[src/rtl/debug_reg_port.sv]
// Debug register access unit: halts the core at an instruction boundary and
// serves host read/write commands to x0..x31 over a valid/ready handshake.
module debug_reg_port #(
   parameter int unsigned XLEN         = 32,
   parameter int unsigned AW           = 5,
   parameter int unsigned HALT_TIMEOUT = 16
) (
   input  logic            clk,
   input  logic            reset,
   input  logic            dbg_req_valid,
   output logic            dbg_req_ready,
   input  logic [1:0]      dbg_req_op,
   input  logic [AW-1:0]   dbg_req_addr,
   input  logic [XLEN-1:0] dbg_req_wdata,
   output logic            dbg_rsp_valid,
   input  logic            dbg_rsp_ready,
   output logic [XLEN-1:0] dbg_rsp_rdata,
   output logic            dbg_rsp_err,
   output logic            core_stall,
   input  logic            core_idle,
   output logic [AW-1:0]   rf_dbg_addr,
   input  logic [XLEN-1:0] rf_dbg_rdata,
   output logic            rf_dbg_we,
   output logic [XLEN-1:0] rf_dbg_wdata,
   output logic            halted
);
   localparam int unsigned TW = $clog2(HALT_TIMEOUT + 1);

   localparam logic [1:0] OP_READ   = 2'b00;
   localparam logic [1:0] OP_WRITE  = 2'b01;
   localparam logic [1:0] OP_HALT   = 2'b10;
   localparam logic [1:0] OP_RESUME = 2'b11;

   typedef enum logic [2:0] {
      S_RUNNING,
      S_HALTING,
      S_HALTED,
      S_ACCESS,
      S_RESP
   } state_e;

   state_e          state_q, state_d;
   logic [1:0]      op_q, op_d;
   logic [AW-1:0]   addr_q, addr_d;
   logic [XLEN-1:0] wdata_q, wdata_d;
   logic [TW-1:0]   tmo_q, tmo_d;
   logic            hret_q, hret_d;   // run state to return to after RESP: 1 = HALTED
   logic            ph_q, ph_d;       // ACCESS phase: 0 = address setup, 1 = RF cycle
   logic [XLEN-1:0] rdata_q, rdata_d;
   logic            err_q, err_d;
   logic            we_q, we_d;
   logic            ready_q, valid_q, stall_q, halted_q;
   logic            held_d, stall_d, req_fire;

   assign req_fire = dbg_req_valid & ready_q;

   // Next-state and response datapath
   always_comb begin
      state_d = state_q;
      op_d    = op_q;
      addr_d  = addr_q;
      wdata_d = wdata_q;
      tmo_d   = tmo_q;
      hret_d  = hret_q;
      ph_d    = ph_q;
      rdata_d = rdata_q;
      err_d   = err_q;
      we_d    = 1'b0;

      unique case (state_q)
         S_RUNNING, S_HALTED: begin
            if (req_fire) begin
               op_d    = dbg_req_op;
               addr_d  = dbg_req_addr;
               wdata_d = dbg_req_wdata;
               rdata_d = '0;
               err_d   = 1'b0;
               hret_d  = (state_q == S_HALTED);
               unique case (dbg_req_op)
                  OP_READ, OP_WRITE: begin
                     if (state_q == S_HALTED) begin
                        state_d = S_ACCESS;
                        ph_d    = 1'b0;
                     end else begin
                        state_d = S_RESP;
                        err_d   = 1'b1;
                     end
                  end
                  OP_HALT: begin
                     if (state_q == S_HALTED) begin
                        state_d = S_RESP;
                     end else begin
                        state_d = S_HALTING;
                        tmo_d   = '0;
                     end
                  end
                  OP_RESUME: begin
                     state_d = S_RESP;
                     hret_d  = 1'b0;
                  end
                  default: state_d = S_RESP;
               endcase
            end
         end
         S_HALTING: begin
            if (core_idle) begin
               state_d = S_RESP;
               hret_d  = 1'b1;
               tmo_d   = '0;
            end else if (tmo_q == TW'(HALT_TIMEOUT - 1)) begin
               state_d = S_RESP;
               hret_d  = 1'b0;
               err_d   = 1'b1;
               tmo_d   = '0;
            end else begin
               tmo_d = tmo_q + TW'(1);
            end
         end
         S_ACCESS: begin
            if (!ph_q) begin
               ph_d = 1'b1;
               we_d = (op_q == OP_WRITE) && (addr_q != '0);
            end else begin
               ph_d    = 1'b0;
               state_d = S_RESP;
               rdata_d = ((op_q == OP_READ) && (addr_q != '0)) ? rf_dbg_rdata : '0;
            end
         end
         S_RESP: begin
            if (dbg_rsp_ready) begin
               state_d = hret_q ? S_HALTED : S_RUNNING;
               rdata_d = '0;
               err_d   = 1'b0;
            end
         end
         default: state_d = S_RUNNING;
      endcase

      held_d  = (state_d == S_HALTED) ||
                (((state_d == S_ACCESS) || (state_d == S_RESP)) && hret_d);
      stall_d = held_d || (state_d == S_HALTING);
   end

   always_ff @(posedge clk) begin
      if (reset) begin
         state_q  <= S_RUNNING;
         op_q     <= '0;
         addr_q   <= '0;
         wdata_q  <= '0;
         tmo_q    <= '0;
         hret_q   <= 1'b0;
         ph_q     <= 1'b0;
         rdata_q  <= '0;
         err_q    <= 1'b0;
         we_q     <= 1'b0;
         ready_q  <= 1'b1;
         valid_q  <= 1'b0;
         stall_q  <= 1'b0;
         halted_q <= 1'b0;
      end else begin
         state_q  <= state_d;
         op_q     <= op_d;
         addr_q   <= addr_d;
         wdata_q  <= wdata_d;
         tmo_q    <= tmo_d;
         hret_q   <= hret_d;
         ph_q     <= ph_d;
         rdata_q  <= rdata_d;
         err_q    <= err_d;
         we_q     <= we_d;
         ready_q  <= (state_d == S_RUNNING) || (state_d == S_HALTED);
         valid_q  <= (state_d == S_RESP);
         stall_q  <= stall_d;
         halted_q <= held_d;
      end
   end

   assign dbg_req_ready = ready_q;
   assign dbg_rsp_valid = valid_q;
   assign dbg_rsp_rdata = rdata_q;
   assign dbg_rsp_err   = err_q;
   assign core_stall    = stall_q;
   assign halted        = halted_q;
   assign rf_dbg_addr   = addr_q;
   assign rf_dbg_wdata  = wdata_q;
   assign rf_dbg_we     = we_q;

endmodule

[config.mk]
export PLATFORM = sky130hd
export DESIGN_NAME = debug_reg_port
export DESIGN_NICKNAME = d
export VERILOG_FILES = /design/src/rtl/debug_reg_port.sv
export SDC_FILE = /design/constraint.sdc
export NUM_CORES = 1
export LEC_CHECK = 0
export BUFFER_PORTS_ARGS = -buffer_cell sky130_fd_sc_hd__buf_2
export CORE_AREA = 2 2 98 81
export DETAILED_ROUTE_END_ITERATION = 10
export DIE_AREA = 0 0 100 83
export HOLD_SLACK_MARGIN = 0.06
export PLACE_DENSITY = 0.77
export SLEW_MARGIN = 20
export SYNTH_ARGS = -nofsm -noshare
export SYNTH_HDL_FRONTEND = slang
export SYNTH_SLANG_ARGS = --single-unit
[constraint.sdc]
create_clock -name clk -period 2 [get_ports clk]
set_clock_uncertainty 0.05 [all_clocks]
set_input_delay 0.1 -clock clk [delete_from_list [all_inputs] [get_ports clk]]
set_output_delay 0.1 -clock clk [all_outputs]
set_load 0.02 [all_outputs]
=== Yosys cells after proc, flatten, opt, wreduce, memory -nomap -nowiden ===
Cells that the tools add are included.

* Register bits after elaboration: 87
* Bits of input ports: 76
* Output and inout bits: 75
* Word-level logic and storage cells: 101

* Add/sub/neg operators: 1
* Eq/ne operators: 22
* Multiplexer cells: 38
* Bitwise gates (word level): 2
* Reductions and logical operators: 24

{| class="wikitable"
|+ Operator list
! operator !! count
|-
| $mux 32 || 4
|-
| $pmux 32 s3 || 1
|-
| $mux 5 || 5
|-
| $mux 3 || 7
|-
| $mux 1 || 14
|-
| $ne 2x2->1 const B || 7
|-
| $eq 3x2->1 const B || 4
|-
| $pmux 3 s4 || 1
|-
| $reduce_and 4->1 || 3
|-
| $pmux 5 s2 || 1
|-
| $pmux 3 s3 || 1
|-
| $eq 3x1->1 const B || 2
|-
| $eq 3x3->1 const B || 2
|-
| $logic_not 3->1 || 2
|-
| $reduce_bool 3->1 || 2
|-
| $add 5x1->5 const B || 1
|-
| $eq 5x4->1 const B || 1
|-
| $reduce_and 5->1 || 1
|-
| $reduce_bool 5->1 || 1
|-
| $eq 2x1->1 const B || 2
|-
| $eq 2x2->1 const B || 2
|-
| $logic_not 2->1 || 2
|-
| $logic_or 1x1->1 || 4
|-
| $ne 2x1->1 const B || 2
|-
| 10 further kinds || 15
|}

=== Logic depth before layout (Yosys ltp) ===
* Depth in word-level cells: 10
* Mapped depth: 7
* Depth with buffers taken out: 6

=== Worst setup path after synthesis ===
Ideal clock, no wire load.

* Path type: register to register
* Start: register ready_q (netlist: dbg_req_ready)
* End: register stall_q (netlist: core_stall)
* Setup time: 88 ps
* Data arrival time: 1576 ps
* Data required time: 1862 ps
* Path slack: 286 ps
* Cell stages (with the launch flop): 7
* Buffers on the path: 1
* Clock period less this slack: 1714 ps
* Cell sequence: dfxtp_1 -> nand3b_4 -> or2_1 -> clkbuf_1 -> o2111a_1 -> nand2b_4 -> a311oi_2

* Cells in the longest elaborated chain, start to end: 8
* Elaborated cells on any way between the ends: 13
* Classes of those cells: eq/ne: 4; mux: 4; bitwise: 1; reduce/logical: 4

{| class="wikitable"
|+ RTL lines
! item !! line !! source
|-
| start: declaration || 52 || <nowiki>logic ready_q, valid_q, stall_q, halted_q;</nowiki>
|-
| start signal: assignment || 171 || <nowiki>ready_q <= (state_d == S_RUNNING) || (state_d == S_HALTED);</nowiki>
|-
| $and 1x1->1 * || 55 || <nowiki>assign req_fire = dbg_req_valid & ready_q;</nowiki>
|-
| $mux 3 || 72 || <nowiki>if (req_fire) begin</nowiki>
|-
| $pmux 3 s4 || 70 || <nowiki>unique case (state_q)</nowiki>
|-
| $eq 3x2->1 / $eq 3x3->1 (equally long branches) || 140 || <nowiki>(((state_d == S_ACCESS) || (state_d == S_RESP)) && hret_d);</nowiki>
|-
| $logic_or 1x1->1 || 140 ||
|-
| $logic_and 1x1->1 || 140 ||
|-
| $logic_or 1x1->1 || 139 || <nowiki>held_d = (state_d == S_HALTED) ||</nowiki>
|-
| $logic_or 1x1->1 * || 141 || <nowiki>stall_d = held_d || (state_d == S_HALTING);</nowiki>
|-
| end signal: assignment || 173 || <nowiki>stall_q <= stall_d;</nowiki>
|-
| end: declaration || 52 ||
|}

Mark *: on every way between the ends. The rest lies on a longest branch, timed or not.
A chain may end at the register's enable or synchronous reset.

=== Worst setup path after layout ===
* Start: register state_q[2]
* End: register stall_q (netlist: core_stall)

* Cells in the longest elaborated chain, start to end: 10
* Elaborated cells on any way between the ends: 26
* Classes of those cells: eq/ne: 8; mux: 12; reduce/logical: 6

{| class="wikitable"
|+ RTL lines
! item !! line !! source
|-
| start: declaration || 42 || <nowiki>state_e state_q, state_d;</nowiki>
|-
| start signal: assignment || 161 || <nowiki>state_q <= state_d;</nowiki>
|-
| $eq 3x2->1 || -- ||
|-
| $mux 3 (on tied branches) || 90, 81 ||
|-
| $pmux 3 s3 || 79 || <nowiki>unique case (dbg_req_op)</nowiki>
|-
| $mux 3 || 72 ||
|-
| $pmux 3 s4 || 70 ||
|-
| $eq 3x2->1 / $eq 3x3->1 (equally long branches) || 140 ||
|-
| $logic_or 1x1->1 || 140 ||
|-
| $logic_and 1x1->1 || 140 ||
|-
| $logic_or 1x1->1 || 139 ||
|-
| $logic_or 1x1->1 * || 141 ||
|}

Marks and branches as above.

==> impl_metrics.tcl <==
set metrics [dict create \
    grt-ovfl-total 0 \
    slowest_stage "dfxtp_1" \
    final_common_cell "buf_2" \
    synth-edff-count 0 \
    synth_fp_nets 456 \
    clk_pin_slew_worst_paths_ps 90 \
    layout-drive-gt1-share_pct 32.3 \
    worstSetupStartpointType "flop" \
    areaGrowthSynthToFinish_pct 55.3 \
    nets 673 \
    clockRootBuffer "clkbuf_8" \
    grt_usage_pct 23.1 \
    crit_buf_inv 1 \
    cp_max_fo 11 \
    arrival_ps 2140 \
    post-cts-setup-buffers 0 \
    post-route-period-util_pct 96.8 \
    final_area_sq_um 5080 \
    antenna_found_initial 0 \
    critical_path_class "flop to flop" \
    max_stage_delay_ps 430 \
    io_buffers 150 \
    clock_path_buffers 2 \
    worstHoldPathCells 4 \
    num_vias 3524 \
    fill_cells 543 \
    htree_levels 3 \
    yosysSeqAreaShare_pct 53.2 \
    clk_latency_ps 350 \
    tightest_slew_ps 686 \
    cts_tree "done" \
    cts_sinks 87 \
    synth-seq-cells 87 \
    slew_violations 0 \
    ir_drop_mv 0.549 \
    layout_common_cells "150 x buf_2, 87 x dfxtp_1, 82 x nand2_1" \
    syn_area_per_cell_sq_um 8.64 \
    rsz0062_at_grt "false" \
    grt_start_max_net_pins 42 \
    slew_headroom_pct 54.2 \
    setup_viol 0 \
    die_h_microns 83 \
    vias_per_cell 5.10 \
    seq_area_sq_um 1740 \
    gp_congestion 0.904 \
    synth_top_area_share_pct 53.2 \
    synth.distinct_cells 43 \
    synthTopCellsByArea "dfxtp_1 53%, nand2_1 9.4%, a22oi_1 7.6%" \
    drt_iter0_drc 159 \
    synth_area_leader_cell "dfxtp_1" \
    dp_hpwl_mm 5.88 \
    yosys_warnings 0 \
    hold_violations 0 \
    max-cap-violations 0 \
    critical-path-top-delay-family "compound AO/OA/AOI/OAI gates" \
    drc 0 \
    dieArea_sq_um 8300 \
    rr_worst_depth 6 \
    crit_chain "buf_4 > nor3b_2 > mux2i_1 > o2111a_1 > nand2b_4 > a311oi_2" \
    pre_cts_slack_ps -17.4 \
    ios 151 \
    core_area_sq_um 7290 \
    grt_pass1_vias 3456 \
    ant_nets 0 \
    place_area_sq_um 4130 \
    routed_wirelength_mm 9.86 \
    max_freq_mhz 517 \
    synth-async-reset-ratio_pct 0 \
    synth-main-ff-cell "dfxtp_1" \
    wire_per_inst_microns 14.3 \
    holdWs_ps 103 \
    period_needed_ps 1940 \
    worst_ep_required_time_ps 2200 \
    layout_setup_ws_ps 64.6 \
    cts_buffers 9 \
    power_density_nw_per_um2 763 \
    start_util_pct 44.9 \
    die_w_microns 100 \
    hp-class "primary input to flop" \
    synth_area_sq_um 3270 \
    end_kind "flop" \
    final_core_util_pct 69.7 \
    first_pass_iters 4 \
    p_leak_nw 2.34 \
    multiInputGateArea_sq_um 1420 \
    antenna_cells 0 \
    grt_pass1_wl_mm 15.6 \
    row_count 28 \
    synthCells 379 \
    cp.depth 6 \
    run_status "completed" \
]
repair_timing:
action,CTS,global route
resized for setup,1,0
hold endpoints to repair,71,0
hold buffers,71,0
setup endpoints to repair,24,0
kinds of logic after synthesis:
group	after synthesis	synth area share (%)
and+or+nand+nor	162	22.2
AOI/OAI and AO/OA	96	19.2
DFF	87	53.2
buffers and inverters	30	3.98
muxes	3	0.956
adders and majority gates	1	0.382
final cells by class:
type	count	share of cell area [%]
repair buffers	234	30.9
well taps	90	2.22
multi-input cells	262	27.9
clock buffers	10	2.71
inverters	2	0.148
flip-flops and latches	87	34.3
clock inverters	6	1.82
sequential cells by signal, indices dropped and copies added (netlist names), 2 cells and up:
signal	cells
rf_dbg_addr	5
dbg_rsp_rdata	32
op_q	2
state_q	3
tmo_q	5
rf_dbg_wdata	32
Yosys cell counts, types with 2 or more instances:
library cell and n:
nand3_1 6, nor2b_1 2, clkbuf_1 14, dfxtp_1 87, buf_1 2, and4b_1 2
and3_1 2, nand2_1 82, a21oi_1 47, nor2_1 50, mux2i_1 2, nand3b_1 3
a22oi_1 33, nor3_1 4, inv_1 2, buf_2 11, o21ai_0 4
worst reg2reg max path, stage by stage, from the launching register on:
cell      delay, ps
dfxtp_1         430
buf_4           210
nor3b_2         310
mux2i_1         120
o2111a_1        300
nand2b_4        160
a311oi_2        250
path summary, 6_finish.rpt:
| check | slack (ps) | start | to |
|---|---|---|---|
| setup / recovery | 60 | state_q[2] | core_stall |
| hold / removal | 100 | core_idle | tmo_q[2] |
| setup reg to reg | 60 | state_q[2] | core_stall |
| hold reg to reg | 410 | rf_dbg_wdata[14] | rf_dbg_wdata[14] |
per-stage QoR:
stage | setup TNS (ps) | instances | total power, W
2_1_floorplan | 0 | 379 | 0.00221
3_3_place_gp | -198 | 604 | 0.00242
3_5_place_dp | -17.4 | 604 | 0.00243
4_1_cts | 0 | 691 | 0.00390
5_1_grt | 0 | 691 | 0.00404
6_report | 0 | 691 | 0.00388
where the power goes:
part	switching, W	internal, W
logic	0.000377	0.000291
registers	0.0000427	0.00180
clock network	0.000617	0.000746
total	0.00104	0.00284
routing by layer:
layer	global-route usage (%)	wire length (microns)
met2	40.4	5060
met3	6.65	493
met4	10.5	325
met1	25.9	3980
met5	0	0
Power figures use the tool's default switching activity.
